==> config.mk <==
export PLATFORM = sky130hd
export DESIGN_NAME = axi4_lite_rr_master
export DESIGN_NICKNAME = d
export VERILOG_FILES = /design/src/rtl/axi4_lite_rr_master.sv
export SDC_FILE = /design/constraint.sdc
export NUM_CORES = 1
export LEC_CHECK = 0
export CORE_UTILIZATION = 30
export CTS_CLUSTER_SIZE = 14
export DETAILED_ROUTE_END_ITERATION = 10
export PLACE_DENSITY = 0.7
export SYNTH_ARGS = -nofsm -noshare
export SYNTH_HDL_FRONTEND = slang
export SYNTH_SLANG_ARGS = --single-unit
==> constraint.sdc <==
create_clock -name ACLK -period 8.91 [get_ports ACLK]
set_input_delay 1.3365 -clock ACLK [delete_from_list [all_inputs] [get_ports ACLK]]
set_output_delay 1.3365 -clock ACLK [all_outputs]
set_load 0.02 [all_outputs]
==> src/rtl/axi4_lite_rr_master.sv <==
// Two-requester AXI4-Lite master: round-robin arbitration, one outstanding read or write.
// Every output is registered, so no VALID or READY depends combinationally on the slave.
module axi4_lite_rr_master #(
    parameter int unsigned ADDRESS    = 32,
    parameter int unsigned DATA_WIDTH = 32
) (
    input  logic                          ACLK,
    input  logic                          ARESET,
    input  logic [1:0]                    REQ,
    input  logic [1:0]                    REQ_WE,
    input  logic [2*ADDRESS-1:0]          REQ_ADDR,
    input  logic [2*DATA_WIDTH-1:0]       REQ_WDATA,
    input  logic [2*(DATA_WIDTH/8)-1:0]   REQ_WSTRB,
    output logic [1:0]                    GNT,
    output logic [1:0]                    DONE,
    output logic [DATA_WIDTH-1:0]         RDATA,
    output logic [1:0]                    RESP,
    output logic [ADDRESS-1:0]            M_ARADDR,
    output logic                          M_ARVALID,
    input  logic                          M_ARREADY,
    input  logic [DATA_WIDTH-1:0]         M_RDATA,
    input  logic [1:0]                    M_RRESP,
    input  logic                          M_RVALID,
    output logic                          M_RREADY,
    output logic [ADDRESS-1:0]            M_AWADDR,
    output logic                          M_AWVALID,
    input  logic                          M_AWREADY,
    output logic [DATA_WIDTH-1:0]         M_WDATA,
    output logic [DATA_WIDTH/8-1:0]       M_WSTRB,
    output logic                          M_WVALID,
    input  logic                          M_WREADY,
    input  logic [1:0]                    M_BRESP,
    input  logic                          M_BVALID,
    output logic                          M_BREADY
);

    localparam int unsigned STRB = DATA_WIDTH / 8;

    typedef enum logic [2:0] {StIdle, StRdAddr, StRdData, StWrAddrData, StWrResp} state_e;

    state_e              r_state, w_state_nxt;
    logic                r_sel, w_sel_nxt;
    logic                r_rr, w_rr_nxt;
    logic [ADDRESS-1:0]  r_addr, w_addr_nxt;
    logic [DATA_WIDTH-1:0] r_wdata, w_wdata_nxt;
    logic [STRB-1:0]     r_wstrb, w_wstrb_nxt;
    logic [DATA_WIDTH-1:0] r_rdata, w_rdata_nxt;
    logic [1:0]          r_resp, w_resp_nxt;
    logic [1:0]          r_gnt, w_gnt_nxt;
    logic [1:0]          r_done, w_done_nxt;
    logic                r_arvalid, w_arvalid_nxt;
    logic                r_rready, w_rready_nxt;
    logic                r_awvalid, w_awvalid_nxt;
    logic                r_wvalid, w_wvalid_nxt;
    logic                r_bready, w_bready_nxt;
    logic                r_awch_done, w_awch_done_nxt;
    logic                r_wch_done, w_wch_done_nxt;
    logic                w_win, w_aw_fin, w_w_fin;

    always_comb begin
        w_state_nxt     = r_state;
        w_sel_nxt       = r_sel;
        w_rr_nxt        = r_rr;
        w_addr_nxt      = r_addr;
        w_wdata_nxt     = r_wdata;
        w_wstrb_nxt     = r_wstrb;
        w_rdata_nxt     = r_rdata;
        w_resp_nxt      = r_resp;
        w_gnt_nxt       = 2'b00;
        w_done_nxt      = 2'b00;
        w_arvalid_nxt   = r_arvalid;
        w_rready_nxt    = r_rready;
        w_awvalid_nxt   = r_awvalid;
        w_wvalid_nxt    = r_wvalid;
        w_bready_nxt    = r_bready;
        w_awch_done_nxt = r_awch_done;
        w_wch_done_nxt  = r_wch_done;
        w_win           = 1'b0;
        w_aw_fin        = r_awch_done | (r_awvalid & M_AWREADY);
        w_w_fin         = r_wch_done | (r_wvalid & M_WREADY);

        case (r_state)
            StIdle: begin
                // Skip the DONE cycle so a requester still holding REQ is not re-granted.
                if (r_done == 2'b00 && REQ != 2'b00) begin
                    w_win       = (REQ == 2'b11) ? r_rr : REQ[1];
                    w_sel_nxt   = w_win;
                    w_gnt_nxt   = {w_win, ~w_win};
                    w_addr_nxt  = w_win ? REQ_ADDR[2*ADDRESS-1 -: ADDRESS]
                                        : REQ_ADDR[ADDRESS-1:0];
                    w_wdata_nxt = w_win ? REQ_WDATA[2*DATA_WIDTH-1 -: DATA_WIDTH]
                                        : REQ_WDATA[DATA_WIDTH-1:0];
                    w_wstrb_nxt = w_win ? REQ_WSTRB[2*STRB-1 -: STRB] : REQ_WSTRB[STRB-1:0];
                    w_state_nxt = (w_win ? REQ_WE[1] : REQ_WE[0]) ? StWrAddrData : StRdAddr;
                end
            end
            StRdAddr: begin
                if (!r_arvalid) begin
                    w_arvalid_nxt = 1'b1;
                end else if (M_ARREADY) begin
                    w_arvalid_nxt = 1'b0;
                    w_rready_nxt  = 1'b1;
                    w_state_nxt   = StRdData;
                end
            end
            StRdData: begin
                if (M_RVALID) begin
                    w_rdata_nxt  = M_RDATA;
                    w_resp_nxt   = M_RRESP;
                    w_rready_nxt = 1'b0;
                    w_done_nxt   = {r_sel, ~r_sel};
                    w_rr_nxt     = ~r_sel;
                    w_state_nxt  = StIdle;
                end
            end
            StWrAddrData: begin
                if (w_aw_fin && w_w_fin) begin
                    w_awvalid_nxt   = 1'b0;
                    w_wvalid_nxt    = 1'b0;
                    w_awch_done_nxt = 1'b0;
                    w_wch_done_nxt  = 1'b0;
                    w_bready_nxt    = 1'b1;
                    w_state_nxt     = StWrResp;
                end else begin
                    // Entry cycle raises both; each then drops after its own handshake.
                    w_awvalid_nxt   = ~w_aw_fin;
                    w_wvalid_nxt    = ~w_w_fin;
                    w_awch_done_nxt = w_aw_fin;
                    w_wch_done_nxt  = w_w_fin;
                end
            end
            StWrResp: begin
                if (M_BVALID) begin
                    w_resp_nxt   = M_BRESP;
                    w_bready_nxt = 1'b0;
                    w_done_nxt   = {r_sel, ~r_sel};
                    w_rr_nxt     = ~r_sel;
                    w_state_nxt  = StIdle;
                end
            end
            default: w_state_nxt = StIdle;
        endcase
    end

    always_ff @(posedge ACLK or posedge ARESET) begin
        if (ARESET) begin
            r_state     <= StIdle;
            r_sel       <= 1'b0;
            r_rr        <= 1'b0;
            r_addr      <= '0;
            r_wdata     <= '0;
            r_wstrb     <= '0;
            r_rdata     <= '0;
            r_resp      <= 2'b00;
            r_gnt       <= 2'b00;
            r_done      <= 2'b00;
            r_arvalid   <= 1'b0;
            r_rready    <= 1'b0;
            r_awvalid   <= 1'b0;
            r_wvalid    <= 1'b0;
            r_bready    <= 1'b0;
            r_awch_done <= 1'b0;
            r_wch_done  <= 1'b0;
        end else begin
            r_state     <= w_state_nxt;
            r_sel       <= w_sel_nxt;
            r_rr        <= w_rr_nxt;
            r_addr      <= w_addr_nxt;
            r_wdata     <= w_wdata_nxt;
            r_wstrb     <= w_wstrb_nxt;
            r_rdata     <= w_rdata_nxt;
            r_resp      <= w_resp_nxt;
            r_gnt       <= w_gnt_nxt;
            r_done      <= w_done_nxt;
            r_arvalid   <= w_arvalid_nxt;
            r_rready    <= w_rready_nxt;
            r_awvalid   <= w_awvalid_nxt;
            r_wvalid    <= w_wvalid_nxt;
            r_bready    <= w_bready_nxt;
            r_awch_done <= w_awch_done_nxt;
            r_wch_done  <= w_wch_done_nxt;
        end
    end

    assign GNT       = r_gnt;
    assign DONE      = r_done;
    assign RDATA     = r_rdata;
    assign RESP      = r_resp;
    assign M_ARADDR  = r_addr;
    assign M_ARVALID = r_arvalid;
    assign M_RREADY  = r_rready;
    assign M_AWADDR  = r_addr;
    assign M_AWVALID = r_awvalid;
    assign M_WDATA   = r_wdata;
    assign M_WSTRB   = r_wstrb;
    assign M_WVALID  = r_wvalid;
    assign M_BREADY  = r_bready;

endmodule
==> results of run 1 <==
## registers in the layout, indices dropped and copies added (netlist names), 2 cells and up
register,cells
M_WSTRB,4
M_WDATA,32
r_state,3
DONE,2
RESP,2
GNT,2
M_ARADDR,32
RDATA,32
## stage by stage
stage / utilization (%) / hold slack, ps
after floorplan: - / 417
after detailed placement: 48.1 / 445
after global routing: 51.6 / 488
after CTS: 51.6 / 453
after global placement: 48.1 / 448
final: 51.6 / 451
## routing by layer
metal / up-vias / track usage, %
li1: 2188 / -
met1: 2036 / 19.6
met2: 198 / 27.5
met3: 17 / 5.45
met4: 0 / 6.78
met5: - / 0
## cell type report
type                            count  area (um^2)  share of cell area, %
Timing Repair Buffer              331         3300                   35.6
Sequential cell                   118         2950                   31.8
Multi-Input combinational cell    291         2090                   22.6
Clock buffer                       17          425                   4.59
Tap cell                          229          287                   3.09
Clock inverter                     15          201                   2.17
Inverter                            4         17.5                  0.189
Antenna cell                        1         2.50                 0.0270
## worst register-to-register path: stages (launching register included)
cell and delay, ps:
dfrtp_1 540, nor2_1 170, o211ai_4 100, buf_4 490, buf_4 760, nor2_1 180
a21o_1 180
## cells in the final DEF (no fill, tap or decap), types with 4 or more instances in the layout
master and instances:
clkdlybuf4s50_1 325, mux2_2 31, o21ai_0 50, nor2_1 8, o21ai_2 20, a21oi_1 5, nand2_1 77, dfrtp_1 118
buf_4 6, bufinv_16 4, clkbuf_16 17, mux2i_1 71
## Yosys cell counts, drive strengths merged (2+ instances only)
| library cell | number | area (um^2) |
|---|---|---|
| dfrtp | 118 | 2950 |
| nand2 | 77 | 289 |
| o21ai | 74 | 445 |
| mux2i | 71 | 711 |
| buf | 55 | 452 |
| mux2 | 33 | 372 |
| nor2 | 8 | 30.0 |
| a21oi | 5 | 25.0 |
| clkbuf | 5 | 18.8 |
| inv | 4 | 15.0 |
| a21o | 3 | 22.5 |
| nor2b | 3 | 18.8 |
| nor3 | 3 | 31.3 |
| a31oi | 2 | 12.5 |
| a41oi | 2 | 17.5 |
| nand3b | 2 | 15.0 |
## power by group through the flow
stage / clock (uW) / sequential (uW) / combinational, uW
after CTS: 747 / 970 / 1700
final: 724 / 967 / 1670
after global placement: 0 / 968 / 1670
after floorplan: 0 / 1240 / 736
after detailed placement: 0 / 976 / 1690
after global routing: 772 / 1010 / 1810
## cell families after synthesis
group / after synthesis / share of synthesized area (%)
flip-flops: 118 / 53.6
multiplexers: 104 / 19.6
AND/OR/NAND/NOR: 97 / 7.72
AO/OA/AOI/OAI: 90 / 10.2
buffers and inverters: 64 / 8.81
## how the worst max path moves through the flow
stage | cells past startpoint | endpoint | start
after CTS | 7 | r_state[1] | REQ[0]
after global placement | 7 | r_state[1] | REQ[0]
final | 7 | M_WDATA[18] | REQ[0]
after detailed placement | 7 | r_state[1] | REQ[0]
after floorplan | 1 | DONE[0] | ARESET
after global routing | 6 | r_sel | REQ[1]
==> metrics.yaml, run 1 <==
logic_synthesis:
  avgSynthCellArea_um2: 11.6
  synth_ff_type: "dfrtp_1"
  ys_seq_elements: 118
  synth_sequential_area_ratio_pct: 53.6
  yosys_warnings: 0
  netlist_area_um2: 5510
  async_flop_share_pct: 100
  syn-num-nets: 656
  synth_cell_types: 32
  syn-instance-count: 473
  synth_edf_count: 0
pwr:
  power_uw: 3370
  p_leak_uw: 0.00403
  ir_worst_vdd_uv: 180
  pwr-share-seq_pct: 28.7
  power_density_nw_per_um2: 363
  switching_share_pct: 38.0
  clockPowerShare_pct: 21.5
  internal_power_uw: 2090
  combPwrFrac_pct: 49.7
  p_switching_uw: 1280
timing:
  tns_ps: 0
  timing.fmax_ghz: 0.296
  period_needed_ps: 3380
  slew_headroom_pct: 46.1
  tightest_slew_ps: 809
  final-max-slew-violation-count: 0
  skew_ps: 10.4
  post-route-period-util_pct: 37.9
  rsz0062_at_grt: "no"
  setup_viol: 0
  final_hold_viol_count: 0
  fin_ws_ps: 5530
critical_path:
  cp_max_fo: 47
  cp_num_buf_inv: 4
  worstPathCellList: "clkdlybuf4s50_1 > inv_1 > o21ai_4 > buf_4 > buf_4 > mux2i_1 > o21ai_0"
  arrival_ps: 3630
  crit_top_cell: "buf_4"
  end_kind: "register"
  r2r_cells: 6
  crit_path_top_delay_cell: "buf_4"
  reg2reg_slack_ps: 6380
  cp_slowest_stage_delay_ps: 700
  critPathTopFamily: "buffers and inverters"
  rr_startpoint: "r_state[1]"
  required_ps: 9160
  critPathLaunchType: "primary input"
  worstSetupPathType: "primary input to register"
  reg2reg_to: "r_sel"
die:
  die_w_um: 138
  initial_core_util_pct: 30.7
  die_area_um2: 18900
  num_rows: 49
  ioPinCount: 326
  die_height_um: 138
  coreArea_um2: 18000
run_status:
  outcome: "complete, no violations"
final_layout:
  drive_gt1_share_pct: 12.6
  fin_area_um2: 9280
  fin_cells: 1006
  fill_cells: 1628
  area_growth_pct: 68.3
  num-nets-final: 946
place:
  place_area_um2: 8650
  dp_slack_ps: 5040
  post-dp-hpwl_mm: 11.7
  place_inst: 973
  gp_congestion: 0.735
  io_buffer_count: 325
route:
  top_layer: "met4"
  vias: 4439
  route.met2.wl_mm: 7.83
  wl_mm: 15.7
  routedLengthMet1_mm: 6.23
  first_pass_iters: 4
  ant_nets: 0
  first_iter_violations: 171
  met3_length_mm: 1.35
  post_drt_wl_per_cell_um: 15.6
  viasPerCell: 4.41
  drc: 0
clock_network:
  clk_pin_slew_ps: 60
  clock_sinks: 118
  holdBufCountCts: 0
  cts_made_buffers: 17
  cts_resized: 0
  cts_tree: "built"
  cts-root-buf: "clkbuf_16"
  cts_buffer_depth: 2
  post-cts-setup-buffers: 0
  h-tree-depth: 4
  clk_latency_ps: 410
global_route:
  overflow: 0
  grtUsageTotal_pct: 16.6
  antenna_found_initial: 1
  grt_max_degree: 76
  grt_pass1_vias: 4431
  grt_pass1_wl_mm: 23.5
worst_hold_path:
  holdPathEnd: "DONE[0]"
  hold_depth: 1
  hold_class: "register to register"
  min-delay-start: "r_sel"
flow_run:
  cap_viol_max_count: 0
No activity file was read; power rests on OpenSTA's default activity.
==> run 2, diff against run 1 <==
PLACE_DENSITY = 0.73   (was 0.7)
clock period = 2.9 ns   (was 8.91 ns; I/O delays follow)
==> run 2 against run 1 <==
- worst setup slack got worse by 4500 ps
- register-to-register slack got worse by 5200 ps
- die area did not move
- first-iteration DRC count rose by 8.2%
- worst hold slack got worse by 14 ps
- sequential cell count did not move
- combinational power rose to 3.1 times the previous value
- critical path type is now register to output port
- highest routed layer unchanged
- wire length fell by 3.8%
- sequential power rose to 3.1 times the previous value
- cell count barely moved
- core utilization rose by 0.36 points
- largest cell class unchanged
==> metrics.yaml, run 2 (synthesis results as in run 1) <==
critical_path:
  worstSetupPathType: "register to output port"
  critPathTopFamily: "buffers and inverters"
  crit_path_top_delay_cell: "clkdlybuf4s50_1"
  worstPathCellList: "clkdlybuf4s50_1"
  reg2reg_to: "RDATA[9]"
  rr_startpoint: "r_state[1]"
  cp_slowest_stage_delay_ps: 630  # -70 ps
  end_kind: "output port"
  required_ps: 2470  # -6690 ps
  cp_num_buf_inv: 1  # -3
  arrival_ps: 1470  # -2160 ps
  r2r_cells: 4  # -2
  critPathLaunchType: "register"
  reg2reg_slack_ps: 1160  # -5220 ps
  cp_max_fo: 3  # -94%
pwr:
  p_leak_uw: 0.00407  # +0.76%
  ir_worst_vdd_uv: 627  # +250%
  power_density_nw_per_um2: 1110  # +210%
clock_network:
  post-cts-setup-buffers: 0  # unchanged
  cts-root-buf: "clkbuf_16"
  cts_buffer_depth: 2  # unchanged
  h-tree-depth: 4  # unchanged
  clk_pin_slew_ps: 60  # about the same
  holdBufCountCts: 0  # unchanged
  cts_resized: 0  # unchanged
  cts_tree: "built"
  clock_sinks: 118  # unchanged
  cts_made_buffers: 17  # unchanged
  clk_latency_ps: 410  # about the same
timing:
  tightest_slew_ps: 686  # -122 ps
  slew_headroom_pct: 54.2  # +8.2 points
  post-route-period-util_pct: 65.9
  fin_ws_ps: 990  # -4540 ps
  rsz0062_at_grt: "no"
  final-max-slew-violation-count: 0  # unchanged
  timing.fmax_ghz: 0.524
  skew_ps: 12.5  # +2.19 ps
  period_needed_ps: 1910
  final_hold_viol_count: 0  # unchanged
  setup_viol: 0  # unchanged
  tns_ps: 0  # unchanged
route:
  first_iter_violations: 185  # +8.2%
  wl_mm: 15.1  # -3.8%
  first_pass_iters: 4  # unchanged
  viasPerCell: 4.36  # -1.2%
  ant_nets: 0  # unchanged
  drc: 0  # unchanged
  vias: 4389  # -1.1%
  post_drt_wl_per_cell_um: 15.0  # -3.9%
global_route:
  grt_pass1_vias: 4197  # -5.3%
  overflow: 0  # unchanged
  grt_pass1_wl_mm: 22.4  # -4.7%
  grt_max_degree: 71  # -6.6%
  antenna_found_initial: 0  # -1
  grtUsageTotal_pct: 15.9  # -0.71 points
run_status:
  outcome: "complete, no violations"
final_layout:
  n_antenna_cell: 0  # -1
  area_growth_pct: 69.5
  final_cell_mix: "clkdlybuf4s50_1 (325), dfrtp_1 (118), nand2_1 (77)"
  num-nets-final: 948  # +0.21%
  final_common_cell: "clkdlybuf4s50_1"
  drive_gt1_share_pct: 12.9  # +0.22 points
flow_run:
  cap_viol_max_count: 0  # unchanged
place:
  gp_congestion: 0.735  # about the same
  post-dp-hpwl_mm: 11.3  # -3.3%
  dp_slack_ps: 735  # -4300 ps
  io_buffer_count: 325  # unchanged
die:
  die_area_um2: 18900  # unchanged
  ioPinCount: 326  # unchanged
  initial_core_util_pct: 30.7  # unchanged
  coreArea_um2: 18000  # unchanged
  num_rows: 49  # unchanged
  die_w_um: 138  # unchanged
  die_height_um: 138  # unchanged
worst_hold_path:
  holdPathEnd: "DONE[0]"
  hold_depth: 1  # unchanged
  min-delay-start: "r_sel"
  hold_class: "register to register"
[run 2: how the worst max path moves through the flow]
stage,from,to,cells after the start
floorplan,ARESET,DONE[0],1
global placement,REQ[0],r_state[1],6
detailed placement,REQ[0],r_state[1],6
CTS,M_ARADDR[24],M_ARADDR[24],1
global route,M_ARADDR[24],M_AWADDR[24],1
finish,M_ARADDR[24],M_ARADDR[24],1
[run 2: per-layer routing]
metal / wire [um] / vias up / GRT usage (%)
met5: 0 / - / 0
met4: 182 / 0 / 5.86
met3: 1240 / 11 / 5.08
met2: 7700 / 162 / 27.1
met1: 5940 / 2021 / 18.4
li1: - / 2195 / -
[run 2: cell type report]
class,count,area [um^2]
timing repair buffer,333,3380
fill,1623,8620
clock inverter,15,190
multi-input combinational,291,2090
inverter,4,18.8
tap,229,287
sequential,118,2950
clock buffer,17,425
[run 2: through the flow]
step | power [uW] | hold WS [ps] | instance area, um^2 | cells | util [%]
finish | 10300 | 438 | 9340 | 1007 | 52.0
global route | 11000 | 461 | 9340 | 1007 | 52.0
CTS | 10500 | 440 | 9340 | 1007 | 52.0
detailed placement | 8260 | 428 | 8730 | 975 | 48.6
global placement | 8180 | 426 | 8730 | 975 | 48.6
floorplan | 6070 | 417 | 5510 | 473 | -
[run 2: worst reg2reg max path: cells and delay by family (launching register included)]
kind	cells	cell delay (ps)
multiplexers	1	400
buffers and inverters	2	520
AND/OR/NAND/NOR	1	160
flip-flops	1	530
[run 2: power breakdown]
group	internal [uW]	switching (uW)	total, uW
registers	2450	532	2980
logic	2570	2610	5180
clock network	1370	811	2180
total	6400	3950	10300
